===== src/rtl/mult_pkg.sv =====
// Shared types and helpers for the iterative shift-add multiplier.
//   mult_state_t : FSM encoding (IDLE, RUN, DONE)
//   MULT_WIDTH   : default operand width
//   MULT_CNT_W   : iteration counter width for the default operand width
//   msb_index    : index of the highest set bit (0 for a zero value)
package mult_pkg;

  typedef enum logic [1:0] {
    IDLE = 2'd0,
    RUN  = 2'd1,
    DONE = 2'd2
  } mult_state_t;

  localparam int unsigned MULT_WIDTH = 32;
  localparam int unsigned MULT_CNT_W = $clog2(MULT_WIDTH + 1);

  function automatic int unsigned msb_index(input logic [63:0] value);
    int unsigned idx;
    idx = 0;
    for (int i = 0; i < 64; i++) begin
      if (value[i]) idx = i;
    end
    return idx;
  endfunction

endpackage


===== src/rtl/cla_adder_nbit.sv =====
// WIDTH-bit combinational adder built as a ripple chain of 2-bit carry-lookahead cells.
// Ports:
//   i_a, i_b : WIDTH-bit addends
//   i_cin    : carry in
//   o_sum    : WIDTH-bit sum
//   o_cout   : carry out of the top cell
// WIDTH must be even and >= 2.
module cla_adder_nbit #(
  parameter int unsigned WIDTH = 32
) (
  input  logic [WIDTH-1:0] i_a,
  input  logic [WIDTH-1:0] i_b,
  input  logic             i_cin,
  output logic [WIDTH-1:0] o_sum,
  output logic             o_cout
);

  localparam int unsigned NumCells = WIDTH / 2;

  logic [NumCells:0] w_carry;

  assign w_carry[0] = i_cin;

  for (genvar i = 0; i < NumCells; i++) begin : g_cell
    logic w_g0, w_p0, w_g1, w_p1, w_c1;

    assign w_g0 = i_a[2*i]   & i_b[2*i];
    assign w_p0 = i_a[2*i]   ^ i_b[2*i];
    assign w_g1 = i_a[2*i+1] & i_b[2*i+1];
    assign w_p1 = i_a[2*i+1] ^ i_b[2*i+1];

    // Both carries are computed directly from the cell's carry in.
    assign w_c1         = w_g0 | (w_p0 & w_carry[i]);
    assign w_carry[i+1] = w_g1 | (w_p1 & w_g0) | (w_p1 & w_p0 & w_carry[i]);

    assign o_sum[2*i]   = w_p0 ^ w_carry[i];
    assign o_sum[2*i+1] = w_p1 ^ w_c1;
  end

  assign o_cout = w_carry[NumCells];

endmodule


===== src/rtl/seq_shift_add_multiplier.sv =====
// Iterative unsigned shift-add multiplier (MULT/MULTU datapath), one multiplier bit per cycle.
// Ports:
//   clk          : clock, rising edge
//   reset_n      : asynchronous active-low reset
//   start        : request a multiply; accepted only in IDLE or DONE
//   multiplicand : operand A, captured on accepted start
//   multiplier   : operand B, captured on accepted start
//   busy         : high while in RUN
//   done         : high for the single DONE cycle
//   product      : {HI,LO}; held from done until the next result
// Build option MULT_EARLY_TERM_EN: finish as soon as the unconsumed multiplier bits are all zero.
module seq_shift_add_multiplier
  import mult_pkg::*;
#(
  parameter int unsigned WIDTH = 32
) (
  input  logic               clk,
  input  logic               reset_n,
  input  logic               start,
  input  logic [WIDTH-1:0]   multiplicand,
  input  logic [WIDTH-1:0]   multiplier,
  output logic               busy,
  output logic               done,
  output logic [2*WIDTH-1:0] product
);

  // Same value as MULT_CNT_W when WIDTH == MULT_WIDTH.
  localparam int unsigned CntW = $clog2(WIDTH + 1);

  mult_state_t          r_state, w_state_next;
  logic [CntW-1:0]      r_cnt, w_cnt_next;
  logic [WIDTH-1:0]     r_mcand, w_mcand_next;
  logic [2*WIDTH-1:0]   r_p, w_p_next;
  logic [2*WIDTH-1:0]   r_product, w_product_next;

  logic [WIDTH-1:0]     w_addend;
  logic [WIDTH-1:0]     w_sum;
  logic                 w_cout;
  logic [2*WIDTH-1:0]   w_p_step;
  logic [2*WIDTH-1:0]   w_p_final;
  logic                 w_last;

  assign w_addend = r_p[0] ? r_mcand : '0;

  cla_adder_nbit #(
    .WIDTH (WIDTH)
  ) u_adder (
    .i_a    (r_p[2*WIDTH-1:WIDTH]),
    .i_b    (w_addend),
    .i_cin  (1'b0),
    .o_sum  (w_sum),
    .o_cout (w_cout)
  );

  // Carry-out lands in the top bit, so the product can never overflow.
  assign w_p_step = {w_cout, w_sum, r_p[WIDTH-1:1]};

`ifdef MULT_EARLY_TERM_EN
  logic [WIDTH:0]    w_one;
  logic [WIDTH:0]    w_mask;
  logic [CntW-1:0]   w_cnt_dec;
  logic              w_rest_zero;

  assign w_one     = {{WIDTH{1'b0}}, 1'b1};
  assign w_mask    = (w_one << r_cnt) - w_one;
  assign w_cnt_dec = r_cnt - CntW'(1);
  // Bits still waiting after the one consumed this cycle; if none are set, the remaining
  // iterations would only add zero and shift, so collapse them into one shift.
  assign w_rest_zero = ~|(r_p[WIDTH-1:1] & w_mask[WIDTH-1:1]);
  assign w_last      = w_rest_zero;
  assign w_p_final   = w_p_step >> w_cnt_dec;
`else
  assign w_last    = (r_cnt == CntW'(1));
  assign w_p_final = w_p_step;
`endif

  always_comb begin
    w_state_next   = r_state;
    w_cnt_next     = r_cnt;
    w_mcand_next   = r_mcand;
    w_p_next       = r_p;
    w_product_next = r_product;
    busy           = 1'b0;
    done           = 1'b0;

    unique case (r_state)
      IDLE: begin
        if (start) begin
          w_state_next = RUN;
          w_mcand_next = multiplicand;
          w_p_next     = {{WIDTH{1'b0}}, multiplier};
          w_cnt_next   = CntW'(WIDTH);
        end
      end
      RUN: begin
        busy = 1'b1;
        if (w_last) begin
          w_state_next   = DONE;
          w_p_next       = w_p_final;
          w_product_next = w_p_final;
          w_cnt_next     = '0;
        end else begin
          w_p_next   = w_p_step;
          w_cnt_next = r_cnt - CntW'(1);
        end
      end
      DONE: begin
        done = 1'b1;
        if (start) begin
          w_state_next = RUN;
          w_mcand_next = multiplicand;
          w_p_next     = {{WIDTH{1'b0}}, multiplier};
          w_cnt_next   = CntW'(WIDTH);
        end else begin
          w_state_next = IDLE;
        end
      end
      default: w_state_next = IDLE;
    endcase
  end

  always_ff @(posedge clk or negedge reset_n) begin
    if (!reset_n) begin
      r_state   <= IDLE;
      r_cnt     <= '0;
      r_mcand   <= '0;
      r_p       <= '0;
      r_product <= '0;
    end else begin
      r_state   <= w_state_next;
      r_cnt     <= w_cnt_next;
      r_mcand   <= w_mcand_next;
      r_p       <= w_p_next;
      r_product <= w_product_next;
    end
  end

  assign product = r_product;

endmodule


===== config.mk =====
export PLATFORM = sky130hd
export DESIGN_NAME = seq_shift_add_multiplier
export DESIGN_NICKNAME = d
export VERILOG_FILES = /design/src/rtl/mult_pkg.sv /design/src/rtl/cla_adder_nbit.sv /design/src/rtl/seq_shift_add_multiplier.sv
export SDC_FILE = /design/constraint.sdc
export NUM_CORES = 1
export LEC_CHECK = 0
export ABC_CLOCK_PERIOD_IN_PS = 4500
export CAP_MARGIN = 40
export CORE_MARGIN = 2
export CORE_UTILIZATION = 54
export CTS_CLUSTER_SIZE = 14
export DETAILED_ROUTE_END_ITERATION = 6
export GPL_TIMING_DRIVEN = 0
export PLACE_DENSITY = 0.83
export SETUP_SLACK_MARGIN = 0.5
export SYNTH_ARGS = -nofsm -noshare
export SYNTH_HDL_FRONTEND = slang
export SYNTH_SLANG_ARGS = --single-unit

===== constraint.sdc =====
create_clock -name clk -period 4.5 [get_ports clk]
set_clock_uncertainty 0.15 [all_clocks]
set_input_delay 0.9 -clock clk [delete_from_list [all_inputs] [get_ports clk]]
set_output_delay 0.9 -clock clk [all_outputs]
set_load 0.02 [all_outputs]

[Word-level counts from Yosys, hierarchy flattened]
Index checks and enable logic that the tools add are counted.
Storage, ports and cells
  bits in registers: 168
  bits in latches: 0
  bits in writable memories: 0
  ROM bits: 0
  word-level logic and storage cells: 233
  memories kept: 0
Operators by class
  add/sub/neg operators: 1
  $mul: 0
  divide/modulo/power cells: 0
  $lt $le $gt $ge: 0
  eq/ne operators: 6
  shift operators: 0
  mux-type cells: 12
  bitwise logic cells: 202
  reduce and logical (&&, ||, !) cells: 7
Operators by type and width (count)
  64-bit case mux with 2 select lines: 1
  1-bit bitwise AND: 93
  64-bit two-way mux: 1
  1-bit bitwise XOR: 63
  1-bit bitwise OR: 46
  32-bit two-way mux: 1
  6-bit two-way mux: 2
  6-bit case mux with 2 select lines: 1
  2-bit AND reduction: 4
  6-bit by 1-bit == test with 1-bit output (second input constant): 1
  2-bit case mux with 3 select lines: 1
  6-bit by 1-bit subtractor with 6-bit output (second input constant): 1
  2-bit two-way mux: 2
  2-bit != test (second input constant): 2
  1-bit two-way mux: 3
  2-bit by 1-bit == test with 1-bit output (second input constant): 1
  2-bit == test (second input constant): 1
  2-bit logical NOT: 1
  2-bit by 1-bit != test with 1-bit output (second input constant): 1
  2-bit nonzero test: 1
  2-bit OR reduction: 1

[Logic depth before layout (Yosys ltp)]
  word-level depth: 36
  mapped depth: 13

[Modules after synthesis]
Synthesis repeated with hierarchy kept, for this count alone.
Second synthesis, totals
  cell total of the unflattened synthesis: 703
  area, all modules: 8391.8 um2
Modules (own cells, without submodules)
  seq_shift_add_multiplier: instances 1, cells an instance 560, area each 7045.5 um2, seq. area each 4204.0 um2
  cla_adder_nbit: instances 1, cells an instance 143, area each 1346.3 um2, seq. area each 0.0 um2

[Worst setup path before layout]
OpenSTA, ideal clock, no wires.
  path kind: flip-flop to flip-flop
  start: register r_p[0]
  end: register r_product[52], in the netlist product[52]
  arrival: 2.885 ns
  data required time: 4.217 ns
  slack: 1.331 ns
  cell stages (with the launch flop): 13
  buffers on the path: 1
  period minus slack after synthesis: 3.169 ns
  cell sequence: dfrtp_1 > clkbuf_1 > nand2_1 > fa_1 > nand2b_1 > a21oi_2 > nor3b_2 > o31ai_4 > nand2_1 > o31a_1 > fa_1 > xor2_1 > o21ai_0
On the way
  longest elaborated chain between the ends: 25
  elaborated cells on any way between the ends: 93
  classes of those cells: mux: 1; bitwise: 92
RTL lines
  start, declared: line seq_shift_add_multiplier.sv:33  | logic [2*WIDTH-1:0] r_p, w_p_next;
  start signal, assigned: line seq_shift_add_multiplier.sv:133  | r_p <= w_p_next;
  32-bit two-way mux (*): line seq_shift_add_multiplier.sv:43  | assign w_addend = r_p[0] ? r_mcand : '0;
  1-bit bitwise XOR or 1-bit bitwise AND (tied branches): line cla_adder_nbit.sv:30, cla_adder_nbit.sv:27
  1-bit bitwise AND: line cla_adder_nbit.sv:34  | assign w_carry[i+1] = w_g1 | (w_p1 & w_g0) | (w_p1 & w_p0 & w_carry[i]);
  1-bit bitwise OR: line cla_adder_nbit.sv:34
  1-bit bitwise AND: line cla_adder_nbit.sv:34
  1-bit bitwise OR: line cla_adder_nbit.sv:34
  1-bit bitwise AND: line cla_adder_nbit.sv:34
  1-bit bitwise OR: line cla_adder_nbit.sv:34
  (+9 left out)
  1-bit bitwise OR: line cla_adder_nbit.sv:34
  1-bit bitwise AND: line cla_adder_nbit.sv:34
  1-bit bitwise OR: line cla_adder_nbit.sv:34
  1-bit bitwise AND: line cla_adder_nbit.sv:34
  1-bit bitwise OR: line cla_adder_nbit.sv:34
  1-bit bitwise AND: line cla_adder_nbit.sv:33  | assign w_c1 = w_g0 | (w_p0 & w_carry[i]);
  1-bit bitwise OR: line cla_adder_nbit.sv:33
  1-bit bitwise XOR (*): line cla_adder_nbit.sv:37  | assign o_sum[2*i+1] = w_p1 ^ w_c1;
  end signal, assigned: line seq_shift_add_multiplier.sv:134  | r_product <= w_product_next;
  end, declared: line seq_shift_add_multiplier.sv:34  | logic [2*WIDTH-1:0] r_product, w_product_next;
Every way passes the cells marked *; elsewhere a longest branch is shown, timed or not.
A chain may end at the register's enable or synchronous reset.

[Worst setup path after layout]
Ends and elaborated chain as after synthesis.

==> metrics.cfg <==
[synthesis]
yosysTopAreaCellShare_pct=51.4
ys_types=55
avgSynthCellArea_um2=9.36
seq_area_frac_synth_pct=51.4
yosysWarnings=0
syn_inst=873
synth_ff_type=dfrtp_1
synth_fp_nets=989
synth.area.top_cells=dfrtp_1, nand2_1, o21ai_0
synth_area_leader_cell=dfrtp_1
synthArstFlopShare_pct=100
synth_edf_count=0
syn_area_um2=8170
synth-seq-cells=168

[drt]
drc=0
ant_nets=0
wl_per_cell_um=16.4
drt-initial-drc-count=459
num_vias=6632
vias_per_cell=5.43
wl_um=20000
first_pass_iters=4

[power]
power.share.sequential_pct=41.1
power.switching_mw=1.66
leakage_nw=5.09
p_clk_share_pct=31.3
p_int_mw=3.39
swShare_pct=32.9
vdd_drop_max_v=0.000317
p_comb_share_pct=27.6
cellPowerDensity_nw_per_um2=486
total_power_mw=5.05

[placement]
portBuffers=132
hpwl_um=13700
place.gp.congestion=0.863
place_worst_setup_slack_ns=0.621

[die]
dieArea_um2=16100
dieHeight_um=127
core_area_um2=14600
ios=133
initial_core_util_pct=55.8
num_rows=44
die_w_um=127

[run_status]
status=finished, final reports clean

[timing]
fin_hold_ws_ns=0.206
slew_headroom_pct=56.8
fin_crit_sh_pct=82.4
totalNegativeSetupSlack_ns=0
slew_viol_final=0
setup_viol=0
fmax_mhz=270
worst_slew_pin_slew_ns=0.648
rsz0062_at_grt=false
setup_slack_ns=0.790
period_minus_slack_ns=3.71
finalHoldViolations=0

[worst_setup_path]
r2r_cells=12
critPathKind=flop to flop
timing.rr.end=product[52]
start_kind=flop
critPathArrivalTime_ns=3.84
required_ns=4.63
r2r_slack_ns=0.79
cp_max_fo=10
r2r_start=r_p[0]
endpoint_kind=flop

[global_route]
overflow=0
top_usage_layer=met2
grt_use_met1_pct=35.3
grt_pass1_wl_um=33200
met2_usage_pct=42.4
antenna_found_initial=0
first_global_vias=6714
grt_max_degree=122
grtUsageMet3_pct=4.48
grt_use_total_pct=26.3

[final_layout]
syn2layout_area_growth_pct=27.3
final_layout_size_suffix_gt1_share_pct=6.74
fin_util_pct=71.0
fillers=1068
nNetsFinal=1141
diodes=0

[clock_tree]
clockBufferDepth=2
cts_made_buffers=17
path_clk_slew_ns=0.06
clock-sinks=168
cts_tree=built
clk_latency_ns=0.43
htree_levels=4
post_cts_buffers=0
cts_root_buf=clkbuf_16

[flow_run]
maxCapViolations=0

[min_path]
hp-class=input port to asynchronous set/reset pin

[logic make-up after synthesis]
family,synth area share (%)
simple gates,19.1
flops,51.4
compound gates,10.7
buf+inv,4.15
fa+ha+maj,8.97
mux,3.92
xor+xnor,1.71
[critical path, cell delays in order (launching register included)]
cell and delay, ns:
dfrtp_1 0.44, clkbuf_2 0.34, nand2_1 0.12, fa_1 0.45
nand2b_1 0.19, a21oi_2 0.19, nor3b_2 0.09, o31ai_4 0.39
nand2_1 0.13, o31a_1 0.32, fa_1 0.40, xor2_1 0.22
o21ai_0 0.11
[registers in the layout, indices dropped and copies added, names as in the netlist]
register	cells
r_cnt	6
r_state	2
r_p	64
r_mcand	32
product	64
[cell usage after synthesis (all sizes together), types with 2 or more instances]
cell	number
nor3	4
inv	40
nand2b	5
a21o	5
or2	2
o211ai	3
mux2i	32
a21oi	15
o31ai	2
fa	16
and3	3
nor2b	3
a2111oi	3
clkbuf	19
nor2	10
o21ai	104
dfrtp	168
nor4	3
or3	2
buf	22
and2	18
nand2	322
xor2	15
a31oi	2
ha	33
o21a	4
nand3	5
[worst max path at each step]
stage	from	slack, ns	to
after floorplan	r_p[0]	1.33	product[52]
after global placement	reset_n	-4.35	product[19]
after detailed placement	r_p[0]	0.62	product[52]
after CTS	r_p[0]	0.55	product[52]
after global routing	r_p[0]	0.62	product[60]
final	r_p[0]	0.79	product[52]
[metrics by stage]
stage	area (µm²)	cells
6_report	10400	1222
5_1_grt	10400	1222
4_1_cts	10400	1222
3_5_place_dp	9760	1190
3_3_place_gp	9720	1189
2_1_floorplan	8170	873
[power groups by stage]
stage	sequential, mW	clock [mW]	combinational, mW
2_1_floorplan	2.02	0	1.00
3_3_place_gp	2.07	0	1.31
3_5_place_dp	2.08	0	1.37
4_1_cts	2.07	1.59	1.40
5_1_grt	2.12	1.66	1.58
6_report	2.08	1.58	1.40
[area by class of cell]
| cell class | instances | area [µm²] | area share [%] |
|---|---|---|---|
| well taps | 184 | 230 | 2.21 |
| clock buffers | 19 | 453 | 4.35 |
| flip-flops and latches | 168 | 4200 | 40.4 |
| repair buffers | 133 | 1350 | 13.0 |
| inverters | 40 | 150 | 1.44 |
| plain buffers | 41 | 190 | 1.83 |
| multi-input cells | 624 | 3630 | 34.9 |
| clock inverters | 13 | 191 | 1.84 |
[cells in the final DEF, fill, tap and decap left out, types with 4 or more instances in the layout]
cell             synthesis  layout
dfrtp_1                168     168
and2_1                  18      18
a21oi_1                 14      14
fa_1                    16      16
o21ai_0                101     101
bufinv_16                0       4
clkbuf_16                0      17
o21a_1                   4       4
ha_1                    33      33
mux2i_1                 32      32
xor2_1                  15      15
clkdlybuf4s50_1          0     131
buf_2                   19      19
inv_1                   38      38
nor2_1                   9       9
a21o_1                   5       5
nand2_1                322     322
nand3_1                  5       5
nand2b_1                 4       4
clkbuf_1                19      18
[layer usage]
layer	up-vias	wire length (µm)
li1	3145	-
met1	3243	8860
met4	0	729
met3	58	865
met2	186	9540
met5	-	0
[repair_timing]
item                                    in CTS  in global routing
resized for setup                            0                  2
hold buffers                                 0                  0
endpoints found under the setup margin       0                 16
(Power assumes the default switching activity.)
